File: src/rtl/jam_cost_server.sv
// Cost-table responder for the job-assignment solver: streams in an 8x8 cost
// table, serves zero-latency lookups, and supervises one solver run.
module jam_cost_server #(
  parameter int unsigned CW      = 7,
  parameter int unsigned TIMEOUT = 1000000
) (
  input  logic          CLK,
  input  logic          RST,
  input  logic          start,
  input  logic          load_valid,
  input  logic [CW-1:0] load_data,
  output logic          load_ready,
  input  logic [2:0]    W,
  input  logic [2:0]    J,
  output logic [CW-1:0] Cost,
  output logic          solver_rst,
  input  logic          Valid,
  input  logic [9:0]    MinCost,
  input  logic [3:0]    MatchCount,
  output logic          busy,
  output logic          done,
  output logic          timeout,
  output logic [9:0]    res_min_cost,
  output logic [3:0]    res_match_count,
  output logic [31:0]   run_cycles
);

  typedef enum logic [1:0] {IDLE, LOAD, RUN, DONE} state_t;

  localparam logic [31:0] LP_LAST_CYCLE = 32'(TIMEOUT - 1);

  state_t        r_state, w_next;
  logic [5:0]    r_wr_ptr;
  logic [CW-1:0] r_table [64];
  logic          r_solver_rst, r_done, r_timeout;
  logic [9:0]    r_res_min_cost;
  logic [3:0]    r_res_match_count;
  logic [31:0]   r_run_cycles;

  logic w_load_fire, w_last_word, w_timeout_hit;

  assign w_load_fire   = (r_state == LOAD) && load_valid;
  assign w_last_word   = w_load_fire && (r_wr_ptr == 6'd63);
  assign w_timeout_hit = (r_run_cycles == LP_LAST_CYCLE);

  always_comb begin
    w_next = r_state;
    unique case (r_state)
      IDLE, DONE: if (start) w_next = LOAD;
      LOAD:       if (w_last_word) w_next = RUN;
      RUN:        if (Valid || w_timeout_hit) w_next = DONE;
      default:    w_next = IDLE;
    endcase
  end

  always_ff @(posedge CLK) begin
    if (RST) r_state <= IDLE;
    else     r_state <= w_next;
  end

  always_ff @(posedge CLK) begin
    if (RST) begin
      r_wr_ptr          <= '0;
      r_solver_rst      <= 1'b1;
      r_done            <= 1'b0;
      r_timeout         <= 1'b0;
      r_res_min_cost    <= '0;
      r_res_match_count <= '0;
      r_run_cycles      <= '0;
    end else begin
      unique case (r_state)
        IDLE, DONE: begin
          if (start) begin
            r_wr_ptr          <= '0;
            r_done            <= 1'b0;
            r_timeout         <= 1'b0;
            r_res_min_cost    <= '0;
            r_res_match_count <= '0;
            r_run_cycles      <= '0;
          end
        end
        LOAD: begin
          if (w_load_fire) r_wr_ptr <= r_wr_ptr + 6'd1;
          if (w_last_word) r_solver_rst <= 1'b0;
        end
        RUN: begin
          r_run_cycles <= r_run_cycles + 32'd1;
          // Valid takes priority over a coincident timeout.
          if (Valid) begin
            r_res_min_cost    <= MinCost;
            r_res_match_count <= MatchCount;
            r_solver_rst      <= 1'b1;
            r_done            <= 1'b1;
          end else if (w_timeout_hit) begin
            r_timeout    <= 1'b1;
            r_solver_rst <= 1'b1;
            r_done       <= 1'b1;
          end
        end
        default: ;
      endcase
    end
  end

  always_ff @(posedge CLK) begin
    if (!RST && w_load_fire) r_table[r_wr_ptr] <= load_data;
  end

  assign Cost            = r_table[{W, J}];
  assign load_ready      = (r_state == LOAD);
  assign busy            = (r_state == LOAD) || (r_state == RUN);
  assign solver_rst      = r_solver_rst;
  assign done            = r_done;
  assign timeout         = r_timeout;
  assign res_min_cost    = r_res_min_cost;
  assign res_match_count = r_res_match_count;
  assign run_cycles      = r_run_cycles;

endmodule

File: config.mk
export PLATFORM = sky130hd
export DESIGN_NAME = jam_cost_server
export DESIGN_NICKNAME = d
export VERILOG_FILES = /design/src/rtl/jam_cost_server.sv
export SDC_FILE = /design/constraint.sdc
export NUM_CORES = 1
export LEC_CHECK = 0
export ABC_AREA = 0
export BUFFER_PORTS_ARGS = -buffer_cell sky130_fd_sc_hd__buf_4
export CORE_AREA = 3 3 187 189
export CTS_CLUSTER_DIAMETER = 150
export DETAILED_ROUTE_END_ITERATION = 6
export DIE_AREA = 0 0 190 192
export PLACE_DENSITY = 0.88
export SLEW_MARGIN = 40
export SYNTH_ARGS = -nofsm -noshare
export SYNTH_HDL_FRONTEND = slang
export SYNTH_SLANG_ARGS = --single-unit
File: constraint.sdc
create_clock -name CLK -period 4.28 [get_ports CLK]
set_input_delay 1.07 -clock CLK [delete_from_list [all_inputs] [get_ports CLK]]
set_output_delay 1.07 -clock CLK [all_outputs]
set_load 0.02 [all_outputs]
==> results of run 1 <==
[worst min-delay path by stage]
stage | start | endpoint | slack, ps
floorplan | r_wr_ptr[1]$_SDFFE_PP0P_ | r_wr_ptr[1]$_SDFFE_PP0P_ | 520
global placement | res_min_cost[9]$_SDFFE_PP0P_ | res_min_cost[9]$_SDFFE_PP0P_ | 440
detailed placement | res_min_cost[9]$_SDFFE_PP0P_ | res_min_cost[9]$_SDFFE_PP0P_ | 450
CTS | res_min_cost[0]$_SDFFE_PP0P_ | res_min_cost[0]$_SDFFE_PP0P_ | 460
global route | res_match_count[3]$_SDFFE_PP0P_ | res_match_count[3]$_SDFFE_PP0P_ | 490
finish | res_min_cost[0]$_SDFFE_PP0P_ | res_min_cost[0]$_SDFFE_PP0P_ | 460
[state kept, by name, summed over array words and instances, names as in the netlist]
register,cells
r_table,448
done,1
res_match_count,4
solver_rst,1
timeout,1
r_wr_ptr,6
run_cycles,32
r_state,2
res_min_cost,10
[cell usage after synthesis, types with 18 or more instances]
| cell type | instances | area share, % |
|---|---|---|
| buf_2 | 18 | 0.45 |
| nand3_1 | 32 | 0.80 |
| mux2_2 | 22 | 1.2 |
| mux4_2 | 107 | 12 |
| nand2_1 | 46 | 0.86 |
| edfxtp_1 | 448 | 67 |
| nor2_1 | 110 | 2.1 |
| clkbuf_1 | 32 | 0.60 |
| dfxtp_1 | 57 | 5.7 |
| a21oi_1 | 33 | 0.83 |
| o21ai_0 | 30 | 0.75 |
[report_power, final]
part / internal, W / switching [W]
Clock: 0.00229 / 0.00174
Sequential: 0.00541 / 0.0000336
Combinational: 0.000359 / 0.000673
Total: 0.00806 / 0.00244
[routing by layer]
metal | part of all wire, % | routed length, um | track usage [%]
met3 | 9.7 | 4440 | 5.17
met1 | 36 | 16700 | 34.0
met5 | 0 | 0 | 0
met2 | 50 | 22900 | 42.6
met4 | 3.7 | 1680 | 9.67
[metrics by stage]
step,std cells,hold WS (ps)
2_1_floorplan,1133,517
3_3_place_gp,1641,439
3_5_place_dp,1641,449
4_1_cts,1728,458
5_1_grt,1728,486
6_report,1728,458
[critical path, delay by kind of cell]
kind            cells  cell delay [ps]
simple gates        1              470
compound gates      3              950
buf+inv             3              610
[cell families (layout without fill, tap and decap cells)]
logic type | count (synthesis) | after routing
simple gates | 272 | 272
compound gates | 120 | 120
fa+ha+maj | 4 | 4
mux | 143 | 143
flops | 505 | 505
xor+xnor | 20 | 20
buf+inv | 69 | 216
[final cells by class]
type,count,area [um2]
clock inverter,18,179
fill,1965,10600
clock buffer,69,1300
multi-input combinational,559,5150
sequential,505,14600
tap,448,561
inverter,8,30.0
timing repair buffer,121,998
==> impl_results.md, run 1 <==
* Setup total negative slack at 0 ps
* Die height at 192 um
* Final worst setup slack at 73.4 ps
* Startpoint Class: primary input
* Worst setup path class: in -> out
* R2R Setup Slk at 1220 ps
* Cell repeated most along the worst path: buf_4
* Critical path origin: J[2]
* Largest stage delay, worst path at 480 ps
* # Max-Cap Violations at 0
* Via density at 6.56
* Pwr dens at 460 mW/mm2
* Post-route cell area at 0.0228 mm2
* Final Cycle Share at 98.3%
* Clk slew on worst S/H paths at 60 ps
* Worst skew pair latency at 560 ps
* Syn nets at 1169
* HP Class: reg -> reg
* Seq/Total Area, Yosys at 72.9%
* Final worst path period need at 4210 ps
* FF-to-FF End: r_table[63][4]$_DFFE_PP_
* Rows at 67
* Post-cts hold buffer count at 0
* Xor and xnor area share after synthesis at 0.876%
* Largest family of logic cells by synthesized area: multiplexers
* Synthesized area at 0.0200 mm2
* Detail Placement HPWL at 27.8 mm
* Share of cells above drive strength 1 at 25.7%
* Synth Warn # at 0
* Worst Hold Depth at 2
* CTS tree: yes
* Slew HR at 46.2%
* Die area at 0.0365 mm2
* Final Hold Viols at 0
* TritonCTS Buffers at 47
* Vias in the first global route at 11500
* Yosys cell types at 50
* CTS sink cnt at 505
* Initial antenna violation count at 0
* Crit-path cells: buf_4 -> or3_1 -> o21ai_0 -> a2111oi_2 -> buf_4 -> o32ai_1 -> buf_4
* Adder-Cell Fraction of Synth Area at 0.250%
* Arr. time, crit path at 3140 ps
* Final clock skew at 19.5 ps
* Crit Reg-Reg Startpoint: r_state[1]$_SDFFE_PP0P_
* Via Count at 11300
* DP Area at 0.0213 mm2
* CP required at 3210 ps
* CTS root buf: clkbuf_16
* CP endpoint: Cost[2]
* Commonest non-fill, non-tap cell in the layout: edfxtp_1
* Total grt overflow at 0
* Buffers on Ports at 89
* First-pass GRT wire length at 70.3 mm
* Routed Antenna Nets at 0
* Max VDD drop at 0.000409 V
* CTS Buffer Depth at 3
* EDFF count, synth at 448
* Post-CTS Setup Bufs at 0
* Nets at 1278
* Flop and latch count out of synthesis at 505
* I/O pin count at 90
* Synth Area in Compound Gates at 3.85%
* Worst-path maximum fanout at 14
* GR Util All Layers at 25.6%
* Total Power at 0.0105 W
* DRC Markers at 0
* Synth Area in Simple Gates at 6.59%
* ANT cells at 0
* CTS resizes at 4
* Chip width at 190 um
* CTS H-Tree Depth at 2
* Least-Margin Pin Slew at 804 ps
* Max frequency at 238 MHz
* Core area at 0.0334 mm2
* Final wirelength at 45.7 mm
* Fin util at 68.2%
* Starting Density at 59.8%
* Synth Instances at 1133
* Top FF cell, synth: edfxtp_1
* Detailed router's first-iteration violation count at 1451
* Fraction of registers with async set/reset at 0%
* CP max-delay cell: o32ai_1
* Wire per inst at 26.4 um
* Status: completed
* R2R depth at 6
* Final GP Congestion at 0.846
* Mux cell area share after synthesis at 14.0%
* Most frequent cells in the layout: 448 x edfxtp_1, 112 x buf_4, 107 x mux4_2, 106 x nor2_1, 57 x dfxtp_1
* Largest net degree at the start of global routing at 65
* DP Worst Slack at -179 ps
* DRT Pass-1 Iters at 5
* Layout area overhead at 14.0%
* Final Slew Violations at 0
* Syn_area_per_cell at 17.7 um2
* Leakage at 7.25 nW
* Setup-failing EPs final at 0
* Worst Setup End Kind: primary output
Note: power is estimated with default switching activity, not from simulation.
==> inputs of run 2 (changes only) <==
- ABC_AREA: 0 -> 1
- CORE_AREA: 3 3 187 189 -> 3 3 193 195
- DIE_AREA: 0 0 190 192 -> 0 0 196 198
==> run 2 against run 1 <==
- sequential power hardly changed
- combinational power is 25% higher
- clock power hardly changed
- synthesized area is 6.3% higher
- clock skew is 7.1 ps higher
- largest cell class unchanged
==> impl_results.md, run 2 <==
* Status: completed
* Setup-failing EPs final at 0
* Post-cts hold buffer count at 0
* TritonCTS Buffers at 48
* Via density at 6.17
* I/O pin count at 90
* Max reg flops at 448
* Synth area leader: edfxtp_1
* Buffers on Ports at 89
* Largest net degree at the start of global routing at 150
* Clk slew on worst S/H paths at 60 ps
* Fin util at 67.3%
* EDFF count, synth at 448
* CTS Buffer Depth at 3
* Most frequent cells in the layout: 668 x nand2_1, 448 x edfxtp_1, 418 x nand3_1, 139 x buf_4, 120 x nor2_1
* Final Slew Violations at 0
* Final worst setup slack at 291 ps
* Via Count at 16000
* Pwr dens at 450 mW/mm2
* Adder-Cell Fraction of Synth Area at 0.235%
* CP required at 3210 ps
* # Max-Cap Violations at 0
* Top FF cell, synth: edfxtp_1
* Worst Setup End Kind: primary output
* Starting Density at 59.8%
* Worst-path maximum fanout at 50
* Wire per inst at 20.7 um
* Max frequency at 251 MHz
* Setup total negative slack at 0 ps
* Detailed router's first-iteration violation count at 2307
* CTS resizes at 0
* Fraction of registers with async set/reset at 0%
* Layout area overhead at 12.6%
* Detail Placement HPWL at 31.2 mm
* Synth top area share at 63.3%
* CTS tree: yes
* DRC Markers at 0
* Synth Area in Compound Gates at 1.71%
* Synth top cells by count: 668 x nand2_1, 448 x edfxtp_1, 418 x nand3_1, 120 x nor2_1, 59 x inv_1
* FILL cells at 2381
* Final Cycle Share at 93.2%
* Final worst path period need at 3990 ps
* Syn_area_per_cell at 10.6 um2
* Synth Warn # at 0
* CTS root buf: clkbuf_16
* Nets at 2129
* Final Hold Viols at 0
* Synthesized area at 0.0213 mm2
* Seq/Total Area, Yosys at 68.6%
* Register Area at 0.0146 mm2
* Flop and latch count out of synthesis at 505
* Leakage at 8.91 nW
* CTS sink cnt at 505
* Die area at 0.0388 mm2
* Multi-input combinational cell area at 0.00580 mm2
* Total grt overflow at 0
* DP Worst Slack at 405 ps
* Core area at 0.0356 mm2
* Most common cell in the netlist: nand2_1
* Final wirelength at 53.6 mm
* Yosys cell types at 36
* Largest family of logic cells by synthesized area: simple AND/OR/NAND/NOR gates
* Commonest non-fill, non-tap cell in the layout: nand2_1
* HP Class: reg -> reg
* Worst skew pair latency at 580 ps
* Syn nets at 2033
* Synth Area in Simple Gates at 25.3%
* Slew HR at 42.0%
* Crit Reg-Reg Startpoint: r_state[1]$_SDFFE_PP0P_
* Least-Margin Pin Slew at 870 ps
* Post-CTS Setup Bufs at 0
* Initial antenna violation count at 0
* Rows at 69
* Synth Instances at 1997
* Vias in the first global route at 15100
* Xor and xnor area share after synthesis at 0%
* Mux cell area share after synthesis at 0%
* Max VDD drop at 0.000403 V
* Final clock skew at 26.5 ps
* Startpoint Class: primary input
* RSZ-0062 raised after global routing: false
* DRT Pass-1 Iters at 6
* Top reg by flops: r_table
* Share of cells above drive strength 1 at 11.4%
* Chip width at 196 um
* Min-delay src: res_min_cost[6]$_SDFFE_PP0P_
* GR Util All Layers at 27.2%
* CTS H-Tree Depth at 2
* First-pass GRT wire length at 82.5 mm
* Synth top area cells: edfxtp_1 63%, nand2_1 12%, nand3_1 9.8%, dfxtp_1 5.4%, nor2_1 2.1%
* ANT cells at 0
* Final GP Congestion at 0.894
* Worst setup path class: in -> out
* Die height at 198 um
* Arr. time, crit path at 2920 ps
* Critical path origin: J[0]
* Routed Antenna Nets at 0
[run 2: changes by cell type in the layout (fill, tap and decap cells not counted), moves of 17 or more]
| cell | delta |
|---|---|
| o21ai_0 | -17 |
| nand2_1 | +622 |
| mux2_2 | -22 |
| nand3_1 | +386 |
| buf_4 | +27 |
| mux4_2 | -107 |
| inv_1 | +51 |
[run 2: cell type report]
type                       count  share of cell area [%]
clock buffer                  61                    5.22
clock inverter                23                   0.941
inverter                      67                    1.11
multi-input combinational   1322                    24.2
sequential                   505                    60.9
tap                          461                    2.41
timing repair buffer         149                    5.16
[run 2: layer usage]
metal / vias to the layer above / global-route usage [%] / share of wire (%)
met5: - / 0 / 0
met4: 0 / 8.90 / 3.5
met3: 179 / 6.89 / 13
met2: 1197 / 44.2 / 48
met1: 7504 / 36.4 / 36
li1: 7076 / - / -
[run 2: power by group]
group,total [W],internal (W),switching (W)
logic,0.00129,0.000344,0.000947
clock network,0.00405,0.00230,0.00175
registers,0.00544,0.00541,0.0000329
[run 2: cell families after synthesis]
group,count (synthesis)
AOI/OAI and AO/OA,64
adders and majority gates,4
and+or+nand+nor,1254
DFF,505
buffers and inverters,170
[run 2: critical path: stages]
cell and delay, ps:
buf_6 120, inv_6 310, buf_12 300, nand2_1 140
nand3_1 120, nand3_1 130, nand2_1 120, nand2_1 50
nand3_1 120, nand3_1 110, nand2_1 130, buf_4 160
[run 2: worst paths after layout]
path	endpoint	slack, ps	cells after the start
worst max-delay path	Cost[1]	290	12
worst min-delay path	res_min_cost[6]$_SDFFE_PP0P_	470	2
worst max register to register	r_table[39][0]$_DFFE_PP_	1410	6
worst min register to register	res_min_cost[6]$_SDFFE_PP0P_	470	2
[run 2: metrics by stage]
step	hold slack, ps	total power, W	cells	instance area (um2)
2_1_floorplan	457	0.00644	1997	21300
3_3_place_gp	448	0.00675	2504	22500
3_5_place_dp	456	0.00681	2504	22500
4_1_cts	465	0.0108	2588	23900
5_1_grt	480	0.0112	2588	23900
6_report	467	0.0108	2588	23900
==> inputs of run 3 (changes only) <==
--- a/constraint.sdc
+++ b/constraint.sdc
@@ -3,2 +3,2 @@
 set_output_delay 1.07 -clock CLK [all_outputs]
-set_load 0.02 [all_outputs]
+set_load 0.005 [all_outputs]
==> run 3 against run 2 <==
- cell count rose by 0.15%
- design area about the same
- critical path depth fell by 1
- clock skew fell by 11 ps
- clock-buffer cell count grew 5
- combinational power decreased by 3%
- sequential power about the same
- global-route usage increased by 0.39 points
- sequential share of layout area about the same
==> impl_results.md, run 3 (synthesis results as in run 2) <==
* TritonCTS Buffers at 48
* Rows at 69
* Die area at 0.0388 mm2
* Nets at 2126
* Clock power share at 37.7%
* Status: completed
* Psw at 0.00270 W
* Core area at 0.0356 mm2
* Final GP Congestion at 0.891
* Least-Margin Pin Slew at 841 ps
* Setup-failing EPs final at 0
* DRT Pass-1 Iters at 6
* Startpoint Class: primary input
* FILL cells at 2396
* Detailed router's first-iteration violation count at 2100
* RSZ-0062 raised after global routing: false
* Slew HR at 43.9%
* Max frequency at 258 MHz
* Final worst path period need at 3880 ps
* R2R depth at 6
* Worst-path maximum fanout at 131
* CP required at 3210 ps
* Die height at 198 um
* Final worst setup slack at 401 ps
* CTS H-Tree Depth at 2
* CTS resizes at 0
* Commonest non-fill, non-tap cell in the layout: nand2_1
* CTS sink cnt at 505
* Worst Setup End Kind: primary output
* Final wirelength at 53.7 mm
* Share of cells above drive strength 1 at 11.4%
* Detail Placement HPWL at 31.7 mm
* Pwr dens at 448 mW/mm2
* Worst Hold Depth at 2
* CTS Buffer Depth at 3
* Chip width at 196 um
* Sequential share of power at 50.7%
* Pint at 0.00803 W
* Final Cycle Share at 90.6%
* Post-cts hold buffer count at 0
* Routed Antenna Nets at 0
* Top reg by flops: r_table
* Final clock skew at 15.7 ps
* DP Worst Slack at 481 ps
* Initial antenna violation count at 0
* Starting Density at 59.8%
* GR Util All Layers at 27.6%
* Via Count at 15900
* First-pass GRT wire length at 83.9 mm
* Layout area overhead at 12.6%
* CTS tree: yes
* # Max-Cap Violations at 0
* Multi-input combinational cell area at 0.00580 mm2
* Max VDD drop at 0.000370 V
* Clk slew on worst S/H paths at 60 ps
* Combinational share of power at 11.6%
* Total grt overflow at 0
* Vias in the first global route at 15600
* Leakage at 8.91 nW
* Post-CTS Setup Bufs at 0
* Wire per inst at 20.7 um
* Most frequent cells in the layout: 668 x nand2_1, 448 x edfxtp_1, 418 x nand3_1, 136 x buf_4, 120 x nor2_1
* Switching share of power at 25.2%
* Worst skew pair latency at 570 ps
* Crit Reg-Reg Startpoint: r_state[1]$_SDFFE_PP0P_
* CTS root buf: clkbuf_16
* Max reg flops at 448
* Arr. time, crit path at 2810 ps
* Largest net degree at the start of global routing at 132
* FF-to-FF End: r_table[47][3]$_DFFE_PP_
* Via density at 6.13
* Register Area at 0.0146 mm2
* Min-delay src: res_min_cost[5]$_SDFFE_PP0P_
* Final Hold Viols at 0
* Critical path origin: J[0]
* HP Class: reg -> reg
* DRC Markers at 0
* R2R Setup Slk at 1420 ps
* Final Slew Violations at 0
* I/O pin count at 90
* Buffers on Ports at 89
* Worst setup path class: in -> out
* WHS Endpoint: res_min_cost[5]$_SDFFE_PP0P_
* Setup total negative slack at 0 ps
==> run 3: cell types whose count changed in the layout (fill, tap and decap cells not counted), sizes merged <==
cell | before | now
buf | 149 | 146
clkinvlp | 3 | 1
clkbuf | 61 | 66
diode | 0 | 1
inv | 67 | 69
clkinv | 16 | 19
bufinv | 4 | 2
==> run 3: worst max-delay path, cell delays in order <==
cell	delay, ps
buf_6	110
buf_12	390
nand2_1	160
nand3_1	140
nand3_1	90
nand2_1	160
nand2_1	80
nand3_1	180
nand3_1	90
nand2_1	80
buf_4	110
==> run 3: power by group through the flow <==
stage / sequential, W / combinational [W] / clock, W
CTS: 0.00544 / 0.00123 / 0.00407
detailed placement: 0.00554 / 0.00122 / 0
global placement: 0.00554 / 0.00116 / 0
floorplan: 0.00554 / 0.000849 / 0
global route: 0.00544 / 0.00137 / 0.00427
finish: 0.00544 / 0.00125 / 0.00404
==> run 3: through the flow <==
step                      utilization [%]  hold WS [ps]  total power, W  area, um2  cells
after floorplan                         -           451         0.00639      21300   1997
after global placement               63.1           450         0.00671      22400   2501
after detailed placement             63.1           458         0.00676      22400   2501
after CTS                            67.3           470          0.0107      23900   2591
after global routing                 67.3           489          0.0111      23900   2591
final                                67.3           470          0.0107      23900   2592
==> run 3: how the worst max path moves through the flow <==
stage | endpoint | cells past startpoint | slack [ps]
5_1_grt | Cost[4] | 11 | 270
2_1_floorplan | Cost[0] | 12 | 1160
4_1_cts | Cost[4] | 11 | 470
6_report | Cost[5] | 11 | 400
3_3_place_gp | Cost[0] | 11 | 570
3_5_place_dp | Cost[4] | 11 | 480
==> run 3: final cells by class <==
class	count	area share, %
well taps	461	2.41
flip-flops and latches	505	61.0
multi-input cells	1322	24.2
clock inverters	24	0.732
repair buffers	146	5.06
diodes	1	0.0105
clock buffers	66	5.48
inverters	67	1.11
==> run 3: layer usage <==
metal | vias up | GRT usage, % | part of all wire [%]
li1 | 7076 | - | -
met1 | 7435 | 36.2 | 36
met2 | 1197 | 44.2 | 47
met3 | 186 | 6.87 | 13
met4 | 0 | 12.3 | 4.1
met5 | - | 0 | 0
